## src/rtl/div5_pkg.sv

```systemverilog
// Shared types and constants for the serial divide-by-five engine.
// Imported by the step cell and the engine top.
package div5_pkg;

  typedef enum logic [1:0] {
    IDLE  = 2'd0,
    SHIFT = 2'd1,
    DONE  = 2'd2
  } div5_state_t;

  localparam int DIVISOR = 5;
  localparam int REM_W   = 3;

  typedef logic [REM_W-1:0] rem_t;
  typedef logic [REM_W:0]   tmp_t;

endpackage

```

## src/rtl/div5_step.sv

```systemverilog
// One MSB-first restoring step of the mod-5 recurrence.
// Legal inputs: rem 0..4, any b; rem_next stays in 0..4.
module div5_step
  import div5_pkg::*;
(
  input  logic [REM_W-1:0] rem,
  input  logic             b,
  output logic [REM_W-1:0] rem_next,
  output logic             qbit
);

  tmp_t t;
  tmp_t diff;

  always_comb begin
    t        = {rem, b};
    qbit     = (t >= tmp_t'(DIVISOR));
    diff     = t - (qbit ? tmp_t'(DIVISOR)
                         : tmp_t'(0));
    rem_next = diff[REM_W-1:0];
  end

endmodule

```

## src/rtl/div5_serial_engine.sv

```systemverilog
// Bit-serial unsigned divide-by-five stage with
// valid/ready handshakes on both the input and the result side.
module div5_serial_engine
  import div5_pkg::*;
#(
  parameter int WIDTH = 8
)
(
  input  logic             clk,
  input  logic             rst,
  input  logic             in_valid,
  output logic             in_ready,
  input  logic [WIDTH-1:0] in_dividend,
  output logic             out_valid,
  input  logic             out_ready,
  output logic [WIDTH-1:0] out_quotient,
  output logic [2:0]       out_remainder,
  output logic             busy
);

  localparam int CW = $clog2(WIDTH);

  typedef logic [WIDTH-1:0] word_t;
  typedef logic [CW-1:0]    cnt_t;

  div5_state_t state_q;
  div5_state_t state_d;

  word_t sreg_q;
  word_t sreg_d;
  word_t acc_q;
  word_t acc_d;
  word_t quo_q;
  word_t quo_d;

  rem_t  rem_q;
  rem_t  rem_d;
  rem_t  remo_q;
  rem_t  remo_d;

  cnt_t  cnt_q;
  cnt_t  cnt_d;

  rem_t  step_rem;
  logic  step_qbit;
  word_t acc_sh;

  div5_step u_step (
    .rem      (rem_q),
    .b        (sreg_q[WIDTH-1]),
    .rem_next (step_rem),
    .qbit     (step_qbit)
  );

  always_comb begin
    acc_sh = (acc_q << 1)
           | word_t'(step_qbit);
  end

  always_comb begin
    state_d = state_q;
    sreg_d  = sreg_q;
    acc_d   = acc_q;
    rem_d   = rem_q;
    cnt_d   = cnt_q;
    quo_d   = quo_q;
    remo_d  = remo_q;
    unique case (state_q)
      IDLE: begin
        if (in_valid) begin
          sreg_d  = in_dividend;
          rem_d   = '0;
          acc_d   = '0;
          cnt_d   = cnt_t'(WIDTH - 1);
          state_d = SHIFT;
        end
      end
      SHIFT: begin
        sreg_d = sreg_q << 1;
        acc_d  = acc_sh;
        rem_d  = step_rem;
        if (cnt_q == '0) begin
          quo_d   = acc_sh;
          remo_d  = step_rem;
          state_d = DONE;
        end else begin
          cnt_d = cnt_q - cnt_t'(1);
        end
      end
      DONE: begin
        if (out_ready) begin
          state_d = IDLE;
        end
      end
      default: begin
        state_d = IDLE;
      end
    endcase
  end

  always_ff @(posedge clk) begin
    if (rst) begin
      state_q <= IDLE;
      sreg_q  <= '0;
      acc_q   <= '0;
      rem_q   <= '0;
      cnt_q   <= '0;
      quo_q   <= '0;
      remo_q  <= '0;
    end else begin
      state_q <= state_d;
      sreg_q  <= sreg_d;
      acc_q   <= acc_d;
      rem_q   <= rem_d;
      cnt_q   <= cnt_d;
      quo_q   <= quo_d;
      remo_q  <= remo_d;
    end
  end

  // Handshake flags come straight from the state register.
  always_comb begin
    in_ready  = 1'b0;
    out_valid = 1'b0;
    busy      = 1'b0;
    unique case (1'b1)
      (state_q == IDLE): in_ready  = 1'b1;
      (state_q == DONE): begin
        out_valid = 1'b1;
        busy      = 1'b1;
      end
      default: busy = 1'b1;
    endcase
  end

  assign out_quotient  = quo_q;
  assign out_remainder = remo_q;

  a_rem_range: assert property (
    @(posedge clk) disable iff (rst)
    (rem_q < rem_t'(DIVISOR)) &&
    (remo_q < rem_t'(DIVISOR))
  );

endmodule
```

## config.mk

```make
export PLATFORM = sky130hd
export DESIGN_NAME = div5_serial_engine
export DESIGN_NICKNAME = d
export VERILOG_FILES = /design/src/rtl/div5_pkg.sv /design/src/rtl/div5_step.sv /design/src/rtl/div5_serial_engine.sv
export SDC_FILE = /design/constraint.sdc
export NUM_CORES = 1
export LEC_CHECK = 0
export BUFFER_PORTS_ARGS = -buffer_cell sky130_fd_sc_hd__buf_2
export CAP_MARGIN = 20
export CORE_MARGIN = 10
export CORE_UTILIZATION = 46
export DETAILED_ROUTE_END_ITERATION = 8
export PLACE_DENSITY = 0.75
export SETUP_SLACK_MARGIN = 0.1
export SLEW_MARGIN = 40
export SYNTH_ARGS = -nofsm -noshare
export SYNTH_HDL_FRONTEND = slang
export SYNTH_SLANG_ARGS = --single-unit
```

## constraint.sdc

```tcl
create_clock -name clk -period 2.3 [get_ports clk]
set_clock_uncertainty 0.1 [all_clocks]
set_input_delay 0.23 -clock clk [delete_from_list [all_inputs] [get_ports clk]]
set_output_delay 0.23 -clock clk [all_outputs]
set_load 0.02 [all_outputs]
```

==> flow_metrics.tcl, run 1 <==
set metrics [dict create \
    insertion_delay_ns 0.35 \
    cts_tree "built" \
    setup_ws_ns 0.4859 \
    routed_via_density 5.252 \
    worstSetupEndpointType "register" \
    cts.path.max_buffers 2 \
    grt-ovfl-total 0 \
    p_leak_nw 0.7069 \
    vias 1271 \
    die_area_um2 6089 \
    worstPathArrival_ns 1.95 \
    antenna_cells 0 \
    ant_nets 0 \
    synth_top_cell_area_share 0.4394 \
    drc_errors 0 \
    layout.nets 211 \
    ys_ff_latch 34 \
    htreeDepth 2 \
    initial_core_util 0.4716 \
    syn_inst 174 \
    synth_cell_types 37 \
    holdBufCountCts 0 \
    antenna_found_initial 0 \
    syn_area_per_cell_um2 8.902 \
    rsz0062_at_grt "false" \
    post-synth-top-area-cell "dfxtp_1" \
    syn-num-nets 190 \
    grt_usage 0.1099 \
    max_freq_ghz 0.5513 \
    dr.pass1.iters 7 \
    layout_commonest_cell "dfxtp_1" \
    cts.sinks 34 \
    vdd_drop_max_mv 0.3453 \
    slowest_stage "dfxtp_1" \
    synth.yosys.seq_area_share 0.4394 \
    mostFrequentLayoutCells "dfxtp_1, nand2_1, buf_2" \
    cpPeakStageDelay_ns 0.35 \
    setup_viol 0 \
    slew_headroom 0.5461 \
    grt_pass1_wl_um 5526 \
    synth_flop_cell "dfxtp_1" \
    core_um2 3284 \
    cp_max_fo 4 \
    io_buffers 25 \
    area_growth_pct 13.41 \
    synthTopCellsByArea "dfxtp_1, nand2_1, a311oi_2" \
    period_needed_ns 1.814 \
    grt_max_degree 23 \
    cts_buffers 5 \
    wl_um 3148 \
    crit_type "reg -> reg" \
    min_path_type "in -> reg" \
    netlist_area_um2 1549 \
    drive_gt1_frac 0.2296 \
    synth_warnings 0 \
    fillers 313 \
    ioPinCount 26 \
    fin_crit_sh 0.7887 \
    async_flop_share 0 \
    die_y_um 78.03 \
    drt_iter0_markers 92 \
    avgRoutedWirePerCell_um 13.01 \
    cts.clk_slew.worst_paths_ns 0.11 \
    startpoint_type "register" \
    tns_ns 0 \
    postCtsSetupRepairBufs 0 \
    worstPathRequired_ns 2.43 \
    outcome "complete, no violations" \
    row_count 21 \
    drv_slew 0 \
    cts_root_buf "clkbuf_4" \
    gp_congestion 0.7385 \
    crit_top_cell "ha_1" \
    die_w_um 78.03 \
    path_cells "o21a_1, or2_2, ha_1, ha_1, nor2_1, o211ai_1, o311ai_0" \
    p_per_area_nw_per_um2 830.3 \
    hpwlAfterDp_um 2177 \
    grt_pass1_vias 1195 \
    postCtsResizedCells 0 \
    pre_cts_ws_ns 0.5119 \
    synth_edf_count 0 \
    cap_violations 0 \
    tightest_slew_ns 0.6714 \
    hold_viol_final 0 \
]
## registers in the layout, summed over array words and instances (netlist names)
name,count
out_remainder,3
sreg_q,8
state_q,2
out_quotient,8
acc_q,7
cnt_q,3
rem_q,3
## layout make-up
type                            instances  area [um2]  area share
Clock inverter                          2       60.06     0.03419
Multi-Input combinational cell        119       733.2      0.4174
Sequential cell                        34       680.7      0.3875
Clock buffer                            6       51.30     0.02920
Tap cell                               46       57.56     0.03276
Inverter                                7       26.28     0.01496
Timing Repair Buffer                   28       147.6     0.08405
## power by group
part / internal, W / total [W] / switching (W)
clock network: 0.000368 / 0.000577 / 0.000209
logic: 0.0000897 / 0.000226 / 0.000137
registers: 0.000625 / 0.000655 / 0.0000301
total: 0.00108 / 0.00146 / 0.000375
## critical path: cells and delay by family (launching register included)
kind	cells	cell delay, ns
compound gates	3	0.47
fa+ha+maj	2	0.36
flops	1	0.35
simple gates	2	0.42
## metal layers
layer | up-vias | share of wire | wire length [um] | GRT usage
met3 | 6 | 0.048 | 150 | 0.04100
met2 | 21 | 0.49 | 1542 | 0.1708
li1 | 643 | - | - | -
met5 | - | 0 | 0 | 0
met4 | 0 | 0.025 | 80 | 0.06452
met1 | 601 | 0.44 | 1374 | 0.1270
## cells in the mapped netlist, types with 3 or more instances
cell type / number
nand3b_1: 3
dfxtp_1: 34
ha_1: 4
nor3_1: 3
buf_6: 5
nor2b_1: 3
nand2_1: 32
buf_2: 3
a22oi_1: 6
a211oi_1: 4
nor2_1: 19
a21oi_1: 13
inv_1: 7
clkbuf_1: 3
nand2b_1: 3
a311oi_2: 5
## metrics by stage
stage                 util  area [um2]  total power, W  hold slack (ns)  cells
global placement    0.5010        1645       0.0008920           0.3413    234
global route        0.5349        1757        0.001532          0.03961    242
floorplan                -        1549       0.0008661           0.2925    174
CTS                 0.5349        1757        0.001466          0.03471    242
detailed placement  0.5010        1645       0.0008955           0.3448    234
finish              0.5349        1757        0.001459          0.02941    242
## path summary, 6_finish.rpt
kind	from	end	slack, ns	cells after the start
max	sreg_q[7]	rem_q[2]	0.49	7
max reg2reg	sreg_q[7]	rem_q[2]	0.49	7
min reg2reg	out_quotient[5]	out_quotient[5]	0.36	2
min	out_ready	state_q[1]	0.03	3
## kinds of logic (layout without fill, tap and decap cells)
| kind of cell | after synthesis | in the layout | synth area share |
|---|---|---|---|
| simple gates | 71 | 71 | 0.2221 |
| fa+ha+maj | 4 | 4 | 0.03231 |
| buf+inv | 21 | 43 | 0.08723 |
| compound gates | 44 | 44 | 0.2189 |
| flops | 34 | 34 | 0.4394 |
(Power assumes the default switching activity.)
==> run 2, diff against run 1 <==
Clock period 2.3 ns to 1.8 ns, I/O delays scaled along.
==> flow_metrics.tcl, run 2 (same netlist as run 1, synthesis figures left out) <==
set metrics [dict create \
    worstSetupEndpointType "register" \
    core_um2 3284 \
    htreeDepth 2 \
    vias 1298 \
    gp_congestion 0.7291 \
    insertion_delay_ns 0.34 \
    worstPathArrival_ns 1.75 \
    dr.pass1.iters 4 \
    drt_iter0_markers 113 \
    io_buffers 25 \
    die_w_um 78.03 \
    grt_pass1_vias 1157 \
    ioPinCount 26 \
    die_area_um2 6089 \
    cts.sinks 34 \
    drc_errors 0 \
    cts_buffers 5 \
    antenna_found_initial 0 \
    period_needed_ns 1.641 \
    cts.clk_slew.worst_paths_ns 0.10 \
    tns_ns 0 \
    cts_tree "built" \
    routed_via_density 5.171 \
    fin_crit_sh 0.9114 \
    wl_um 3314 \
    crit_type "reg -> reg" \
    grt_pass1_wl_um 5340 \
    cts_root_buf "clkbuf_4" \
    utilization 0.5680 \
    ant_nets 0 \
    tightest_slew_ns 0.6430 \
    slew_headroom 0.5653 \
    worstPathRequired_ns 1.91 \
    setup_viol 0 \
    startpoint_type "register" \
    layout_commonest_cell "nand2_1" \
    mostFrequentLayoutCells "nand2_1, dfxtp_1, buf_2" \
    p_per_area_nw_per_um2 1018 \
    cts.path.max_buffers 2 \
    max_freq_ghz 0.6095 \
    outcome "complete, no violations" \
    grt_usage 0.1064 \
    cp_max_fo 2 \
    layout.nets 220 \
    avgRoutedWirePerCell_um 13.20 \
    drv_slew 0 \
    fillers 287 \
    cap_violations 0 \
    row_count 21 \
    antenna_cells 0 \
    p_leak_nw 0.7543 \
    grt_max_degree 18 \
    hpwlAfterDp_um 2230 \
    hold_viol_final 0 \
    grt-ovfl-total 0 \
    drive_gt1_frac 0.2878 \
    initial_core_util 0.4716 \
    rsz0062_at_grt "true" \
    area_growth_pct 20.44 \
    min_path_type "in -> reg" \
    vdd_drop_max_mv 0.4845 \
    die_y_um 78.03 \
]
-- run 2: report_power, final --
part | internal [W] | switching [W]
registers | 0.000800 | 0.0000357
clock network | 0.000470 | 0.000268
logic | 0.000137 | 0.000188
total | 0.00141 | 0.000492
-- run 2: worst paths after layout --
path | slack [ns] | start | endpoint | cells past startpoint
hold / removal | 0.02 | in_dividend[7] | sreg_q[7] | 3
setup / recovery | 0.16 | rem_q[0] | rem_q[2] | 7
setup reg to reg | 0.16 | rem_q[0] | rem_q[2] | 7
hold reg to reg | 0.36 | out_quotient[4] | out_quotient[4] | 2
-- run 2: area by class of cell --
cell class                      count  area, um2  share of cell area
Multi-Input combinational cell    119      763.2              0.4091
Sequential cell                    34      684.4              0.3669
Timing Repair Buffer               37      222.7              0.1194
Clock inverter                      2      60.06             0.03219
Tap cell                           46      57.56             0.03085
Clock buffer                        6      51.30             0.02750
Inverter                            7      26.28             0.01408
-- run 2: per-stage QoR --
stage	cells	power, W	setup WS [ns]	instance area, um2	hold slack, ns
after CTS	250	0.001900	0.09864	1827	0.01275
after global routing	251	0.001986	0.09529	1866	0.01423
final	251	0.001900	0.1594	1866	0.01913
after global placement	238	0.001155	0.1176	1675	0.3413
after floorplan	174	0.001107	0.1418	1549	0.2425
after detailed placement	238	0.001162	0.08238	1675	0.3472
-- run 2: repair_timing --
action / CTS / global route
hold endpoints to repair: 3 / 0
setup buffers: 1 / 1
hold buffers: 3 / 0
resized for setup: 3 / 7
setup endpoints to repair: 2 / 5
pin swaps: 1 / 2
-- run 2: routing by layer --
metal | up-vias | GRT usage | share of wire
li1 | 659 | - | -
met1 | 610 | 0.1231 | 0.43
met2 | 24 | 0.1700 | 0.51
met3 | 5 | 0.04214 | 0.053
met4 | 0 | 0.04839 | 0.0088
met5 | - | 0 | 0
-- run 2: worst max-delay path, cell delays in order (launching register included) --
cell      delay, ns
dfxtp_2        0.34
o21a_1         0.19
or2_4          0.24
ha_4           0.16
ha_2           0.17
nor2b_2        0.16
nand2_1        0.07
o311ai_1       0.08
